File: src/rtl/capture_frame_writer.sv
// capture_frame_writer: synchronises the camera VSYNC/pixel strobe, waits for a
// clean frame start after arm, packs two 8-bit samples per 16-bit SPRAM word
// and writes them to a linear address range until end of frame or buffer full.
//
// state        | meaning
// -------------+-----------------------------------------------------------
// S_IDLE       | after reset, waiting for arm
// S_WAIT_BLANK | armed, waiting for VSYNC high so we never start mid-frame
// S_WAIT_START | in vertical blanking, waiting for the VSYNC falling edge
// S_CAPTURE    | packing samples and writing words
// S_FLUSH      | one-cycle write of a dangling low-byte sample at frame end
// S_DONE       | capture finished, status held until the next arm
module capture_frame_writer #(
  parameter int MAX_WORDS = 16000
) (
  input  logic        clk,
  input  logic        rst_n,
  input  logic        arm,
  input  logic        vsync_in,
  input  logic        pixel_valid_in,
  input  logic [15:0] pixel_data_in,
  output logic        wr_en,
  output logic [13:0] wr_addr,
  output logic [15:0] wr_data,
  output logic        busy,
  output logic        done,
  output logic [14:0] word_count,
  output logic        truncated
);

  typedef enum logic [2:0] {
    S_IDLE,
    S_WAIT_BLANK,
    S_WAIT_START,
    S_CAPTURE,
    S_FLUSH,
    S_DONE
  } state_t;

  localparam logic [14:0] LP_MAX = 15'(MAX_WORDS);

  state_t      r_state;
  logic        r_vs_meta, r_vs_sync, r_vs_hist;
  logic        r_pv_meta, r_pv_sync, r_pv_hist;
  logic        r_wr_en;
  logic [13:0] r_wr_addr;
  logic [15:0] r_wr_data;
  logic        r_busy;
  logic        r_done;
  logic [14:0] r_word_count;
  logic        r_truncated;
  logic [7:0]  r_low;
  logic        r_have_low;

  logic        w_vs_rise;
  logic        w_vs_fall;
  logic        w_pv_rise;
  logic        w_full;
  logic [7:0]  w_sample;
  logic        w_unused_lo;

  assign w_vs_rise   = r_vs_sync & ~r_vs_hist;
  assign w_vs_fall   = ~r_vs_sync & r_vs_hist;
  assign w_pv_rise   = r_pv_sync & ~r_pv_hist;
  assign w_full      = (r_word_count == LP_MAX);
  // Only the top byte of RGB565 contributes to the sample.
  assign w_sample    = pixel_data_in[15:8];
  assign w_unused_lo = ^pixel_data_in[7:0];

  assign wr_en      = r_wr_en;
  assign wr_addr    = r_wr_addr;
  assign wr_data    = r_wr_data;
  assign busy       = r_busy;
  assign done       = r_done;
  assign word_count = r_word_count;
  assign truncated  = r_truncated;

  // Two-flop synchronisers plus one history flop for edge detection.
  always_ff @(posedge clk or negedge rst_n) begin
    if (!rst_n) begin
      r_vs_meta <= 1'b0;
      r_vs_sync <= 1'b0;
      r_vs_hist <= 1'b0;
      r_pv_meta <= 1'b0;
      r_pv_sync <= 1'b0;
      r_pv_hist <= 1'b0;
    end else begin
      r_vs_meta <= vsync_in;
      r_vs_sync <= r_vs_meta;
      r_vs_hist <= r_vs_sync;
      r_pv_meta <= pixel_valid_in;
      r_pv_sync <= r_pv_meta;
      r_pv_hist <= r_pv_sync;
    end
  end

  // Capture FSM with registered write port and status outputs.
  always_ff @(posedge clk or negedge rst_n) begin
    if (!rst_n) begin
      r_state      <= S_IDLE;
      r_wr_en      <= 1'b0;
      r_wr_addr    <= 14'd0;
      r_wr_data    <= 16'd0;
      r_busy       <= 1'b0;
      r_done       <= 1'b0;
      r_word_count <= 15'd0;
      r_truncated  <= 1'b0;
      r_low        <= 8'd0;
      r_have_low   <= 1'b0;
    end else begin
      r_wr_en <= 1'b0;
      case (r_state)
        S_IDLE, S_DONE: begin
          if (arm) begin
            r_state      <= S_WAIT_BLANK;
            r_busy       <= 1'b1;
            r_done       <= 1'b0;
            r_word_count <= 15'd0;
            r_truncated  <= 1'b0;
            r_have_low   <= 1'b0;
          end
        end
        S_WAIT_BLANK: begin
          if (r_vs_sync) r_state <= S_WAIT_START;
        end
        S_WAIT_START: begin
          if (w_vs_fall) r_state <= S_CAPTURE;
        end
        S_CAPTURE: begin
          // Full takes priority over end of frame: no flush once the buffer is used up.
          if (w_full) begin
            r_state     <= S_DONE;
            r_busy      <= 1'b0;
            r_done      <= 1'b1;
            r_truncated <= ~r_vs_sync;
          end else if (w_vs_rise) begin
            if (r_have_low) begin
              r_wr_en      <= 1'b1;
              r_wr_addr    <= r_word_count[13:0];
              r_wr_data    <= {8'h00, r_low};
              r_word_count <= r_word_count + 15'd1;
              r_have_low   <= 1'b0;
              r_state      <= S_FLUSH;
            end else begin
              r_state <= S_DONE;
              r_busy  <= 1'b0;
              r_done  <= 1'b1;
            end
          end else if (w_pv_rise) begin
            if (!r_have_low) begin
              r_low      <= w_sample;
              r_have_low <= 1'b1;
            end else begin
              r_wr_en      <= 1'b1;
              r_wr_addr    <= r_word_count[13:0];
              r_wr_data    <= {w_sample, r_low};
              r_word_count <= r_word_count + 15'd1;
              r_have_low   <= 1'b0;
            end
          end
        end
        S_FLUSH: begin
          r_state <= S_DONE;
          r_busy  <= 1'b0;
          r_done  <= 1'b1;
        end
        default: begin
          r_state <= S_IDLE;
          r_busy  <= 1'b0;
          r_done  <= 1'b0;
        end
      endcase
    end
  end

endmodule

File: config.mk
export PLATFORM = sky130hd
export DESIGN_NAME = capture_frame_writer
export DESIGN_NICKNAME = d
export VERILOG_FILES = /design/src/rtl/capture_frame_writer.sv
export SDC_FILE = /design/constraint.sdc
export NUM_CORES = 1
export LEC_CHECK = 0
export CAP_MARGIN = 20
export CELL_PAD_IN_SITES_DETAIL_PLACEMENT = 0
export CELL_PAD_IN_SITES_GLOBAL_PLACEMENT = 1
export CORE_UTILIZATION = 35
export CTS_BUF_LIST = sky130_fd_sc_hd__clkbuf_4
export DETAILED_ROUTE_END_ITERATION = 6
export DONT_BUFFER_PORTS = 1
export PLACE_DENSITY_LB_ADDON = 0.15
export SLEW_MARGIN = 10
export SYNTH_ARGS = -nofsm -noshare
export SYNTH_HDL_FRONTEND = slang
export SYNTH_SLANG_ARGS = --single-unit
File: constraint.sdc
create_clock -name clk -period 2.34 [get_ports clk]
set_input_delay 0.468 -clock clk [delete_from_list [all_inputs] [get_ports clk]]
set_output_delay 0.468 -clock clk [all_outputs]
set_load 0.01 [all_outputs]
==> Word level (Yosys, flattened, before mapping) <==
Cells that the tools add are included.
{ "totals": {"output_inout_bits": 49, "register_bits": 67} }
{ "classes": {"n_bitwise": 10, "muxes": 42, "eq_ne": 16, "reduce_logical": 12, "add_sub_neg": 1} }
{ "ops": {"columns": ["cell", "count"], "rows": [
  ["$mux W15", 5],
  ["$mux W16", 4],
  ["$mux W14", 3],
  ["$pmux W15 S2", 1],
  ["$mux W1", 19],
  ["$add A15 B1 Y15 const B", 1],
  ["$eq A15 B14 Y1 const B", 1],
  ["$mux W3", 5],
  ["$pmux W3 S5", 1],
  ["$ne A2 B2 Y1 const B", 7],
  ["$reduce_and A4 Y1", 3],
  ["$reduce_and A5 Y1", 2],
  ["$ne A3 B3 Y1 const B", 3],
  ["$not A1 Y1", 7],
  ["$eq A3 B2 Y1 const B", 2],
  ["$eq A3 B3 Y1 const B", 2],
  ["$reduce_and A3 Y1", 2],
  ["$pmux W1 S2", 2],
  ["$pmux W1 S4", 1],
  ["$reduce_bool A2 Y1", 2],
  ["$reduce_or A2 Y1", 2],
  ["$and A1 B1 Y1", 3],
  ["$eq A3 B1 Y1 const B", 1],
  ["$logic_not A3 Y1", 1],
  ["$pmux W1 S3", 1]
]} }

==> Logic depth before layout (Yosys ltp) <==
{ "logic_depth": {"depth_word": 6, "mapped_depth": 9} }

==> Worst setup path before layout <==
Ideal clock, no wire load.
{ "synth_timing": {"kind": "register -> register", "startpoint": "register r_word_count[0], in the netlist word_count[0]", "endpoint": "register r_low[0]", "n_path_buf": 1, "t_arrival_ns": 2.232, "required_time_ns": 2.215, "slack_ns": -0.017, "path_stages_with_launch": 9, "path_cell_list": "dfrtp_1 inv_1 ha_1 or4b_1 or4_4 nand3_2 or3_4 buf_12 mux2_4"} }
{ "synth_via": {"elab_chain_cells": 3} }
{ "synth_rtl": {"columns": ["element", "line_no", "source"], "rows": [
  ["from (decl)", "50", "logic [14:0] r_word_count;"],
  ["from (signal assigned)", "141", "r_word_count <= r_word_count + 15'd1;"],
  ["from (signal assigned)", "157", "r_word_count <= r_word_count + 15'd1;"],
  ["$eq A15 B14 Y1", "65", "assign w_full = (r_word_count == LP_MAX);"],
  ["$not A1 Y1 (no line)", null, null],
  ["$reduce_and A5 Y1 (no line)", null, null],
  ["to (signal assigned)", "151", "r_low <= w_sample;"],
  ["to (decl)", "52", "logic [7:0] r_low;"]
]} }
Every way passes these cells.
A chain may end at the register's enable or synchronous reset.

==> Worst setup path in the final report <==
{ "layout_timing": {"startpoint": "register r_word_count[0], in the netlist word_count[0]", "endpoint": "register r_low[7]"} }
The elaborated chain is that of the path after synthesis.

==> run_results.csv <==
group,metric,value,unit
floorplan,core,8300,um^2
floorplan,die_width,94.9,um
floorplan,initial_core_util,36.4,%
yosys,synthArstFlopShare,100,%
yosys,synth_cell_types,55,
setup_path,cp.required,2.64,ns
yosys,synth_edf_count,0,
timing,finalCritPeriodShare,99.1,%
yosys,post_synth.cell_area_avg,10.3,um^2
timing,slew_headroom,59.7,%
setup_path,cp-end-kind,"flip-flop",
finish,finalNetCount,352,
drt,first_pass_iters,4,
yosys,synth-seq-area-share,55.5,%
place,portBuffers,0,
yosys,synth_top_area_share,55.5,%
timing,tightest_slew,0.589,ns
setup_path,path_max_fanout,5,
drt,wire_per_inst,15.9,um
timing,fin_ws,0.0219,ns
yosys,yosysMostFrequentCell,"nand2_1",
yosys,mappedNetlistArea,3020,um^2
setup_path,cp_cell_sequence,"inv_2, ha_1, or4b_4, or4_4, nand3_4, or3_4, mux2_4",
clock_tree,cts_tree,"built",
power_and_ir_drop,switching_share,35.3,%
power_and_ir_drop,p_leak,1.66,nW
timing,fin_crit,2.32,ns
job,maxCapViolCount,0,
drt,wl,6970,um
run_status,outcome,"finished clean",
drt,drtAntennaViolNets,0,
floorplan,io_pins,70,
clock_tree,path_clk_slew,0.12,ns
power_and_ir_drop,peakVddDrop,255,uV
drt,vias,2216,
yosys,synth_area_leaders,"dfrtp_1, nand2_1, mux2_4",
setup_path,cpLargestDelayFamily,"simple AND/OR/NAND/NOR gates",
power_and_ir_drop,pwr-share-seq,52.0,%
power_and_ir_drop,power_density,904,nW/um^2
global_route,antenna_found_initial,0,
global_route,overflow,0,
timing,fin_worst_skew,0.0112,ns
timing,hold_viol,0,
yosys,ys.warnings.count,0,
setup_path,cp_slowest_cell,"or4_4",
drt,viasPerCell,5.05,
yosys,syn_inst,294,
power_and_ir_drop,power,0.00319,W
drt,drc,0,
finish,syn_to_final_growth,16.7,%
yosys,syn_nets,317,
clock_tree,cts_buffers,9,
place,place_congestion,0.821,
power_and_ir_drop,combPwrFrac,26.5,%
clock_tree,cts_buffer_depth,2,
yosys,ys_seq_elements,67,
setup_path,start_kind,"flip-flop",
clock_tree,worstSkewPairLatency,0.41,ns
global_route,grt_pass1_wl,11300,um
finish,drive_gt1_share,23.1,%
timing,slew_violations,0,
yosys,synth_largest_area_cell,"dfrtp_1",
global_route,track_usage,16.8,%
global_route,grt_max_degree,68,
power_and_ir_drop,p_clk_share,21.5,%
clock_tree,clock-root-buffer,"clkbuf_4",
timing,fmax,431,MHz
floorplan,rows,33,
power_and_ir_drop,internal-power,0.00206,W
timing,rsz0062_at_grt,"yes",
hold_path,hold_path.class,"in -> reg",
floorplan,die_h,94.9,um
drt,drt_iter0_markers,82,
timing,setup_viol,0,
setup_path,slowest_delay,0.49,ns
setup_path,arrival,2.62,ns
setup_path,cp_num_buf_inv,1,
floorplan,die-area,9010,um^2
setup_path,critPathKind,"reg -> reg",
place,dpl_worst_slack,-0.0190,ns
yosys,synth_commonest_cells,"nand2_1, dfrtp_1, nand3_1",
finish,fillers,820,
power_and_ir_drop,switchingPower,0.00112,W
yosys,yosys_most_used_dff,"dfrtp_1",
place,dp_hpwl,4820,um
global_route,grt_pass1_vias,2154,
finish,n_antenna_cell,0,
clock_tree,h-tree-depth,3,
clock_tree,clock_sinks,67,
[cells by family after synthesis]
group,after synthesis,synth area share (%)
adders and majority gates,2,0.828
buffers and inverters,24,3.98
muxes,11,5.05
xor gates and xnor gates,9,2.61
AOI/OAI and AO/OA,38,8.53
DFF,67,55.5
and+or+nand+nor,143,23.5
[sequential cells by signal, summed over array words and instances, names as in the netlist, 3 cells and up]
| signal | flops |
|---|---|
| r_low | 8 |
| wr_data | 16 |
| wr_addr | 14 |
| r_state | 3 |
| word_count | 15 |
[metrics by stage]
stage	TNS (ns)	instances	hold slack, ns	util, %	instance area (um^2)
floorplan	0	294	0.172	-	3020
global route	-0.302	439	0.0375	42.5	3520
global placement	-0.0784	419	0.174	40.2	3340
finish	0	439	0.0710	42.5	3520
detailed placement	-0.138	419	0.174	40.2	3340
CTS	0	439	0.0357	42.5	3520
[path summary, 6_finish.rpt]
| kind | start | to | slack, ns | cells after the start |
|---|---|---|---|---|
| hold / removal | vsync_in | r_vs_meta | 0.07 | 0 |
| hold reg to reg | r_pv_meta | r_pv_sync | 0.35 | 0 |
| setup reg to reg | word_count[0] | r_low[7] | 0.02 | 7 |
| setup / recovery | word_count[0] | r_low[7] | 0.02 | 7 |
| max in group asynchronous | rst_n | word_count[14] | 1.47 | 2 |
| min in group asynchronous | rst_n | wr_data[12] | 0.58 | 2 |
[area by class of cell]
class                   count  area [um^2]  share of cell area (%)
clock buffers               9         67.6                    1.92
clock inverters             7         53.8                    1.53
inverters                  11         43.8                    1.24
multi-input cells         204         1240                    35.3
flip-flops and latches     67         1680                    47.7
well taps                 105          131                    3.73
repair buffers             36          305                    8.66
[routing by layer]
layer / routed length (um) / up-vias / global-route usage (%)
met2: 3140 / 48 / 25.3
met1: 3350 / 1075 / 22.5
li1: - / 1084 / -
met5: 0 / - / 0
met3: 368 / 9 / 4.27
met4: 114 / 0 / 7.58
[cell usage in the layout, fill, tap and decap left out, drive strengths merged, types with 2 or more instances in the layout]
cell type and instances:
nand2 79, dfrtp 67, buf 35, nand3 17
o21ai 14, nor2 14, inv 12, mux2 10
xnor2 9, clkbuf 9, a21oi 4, nor4 4
or4b 4, or3 4, or2b 3, nor3 3
nor2b 3, a2111oi 3, clkinvlp 3, nand4 3
clkinv 3, a21o 2, and3 2, and2 2
o41ai 2, ha 2, or4 2
[power groups by stage]
| stage | Clock [W] | Sequential, W | Combinational, W |
|---|---|---|---|
| finish | 0.000685 | 0.00166 | 0.000843 |
| floorplan | 0 | 0.00164 | 0.000563 |
| detailed placement | 0 | 0.00168 | 0.000809 |
| CTS | 0.000721 | 0.00166 | 0.000854 |
| global placement | 0 | 0.00168 | 0.000799 |
| global route | 0.000766 | 0.00170 | 0.000956 |
[worst register-to-register path, cell delays in order, from the launching register on]
cell	delay, ns
dfrtp_2	0.43
inv_2	0.06
ha_1	0.14
or4b_4	0.47
or4_4	0.49
nand3_4	0.13
or3_4	0.19
mux2_4	0.31
[what timing repair did]
action | in CTS | in global routing
gates resized for setup | 4 | 0
buffers inserted | 2 | 0
hold buffers | 2 | 0
cloned | 1 | 0
endpoints found under the setup margin | 9 | 9
pin swaps | 1 | 1
hold endpoints to repair | 67 | 0
Note: power is estimated with default switching activity, not from simulation.
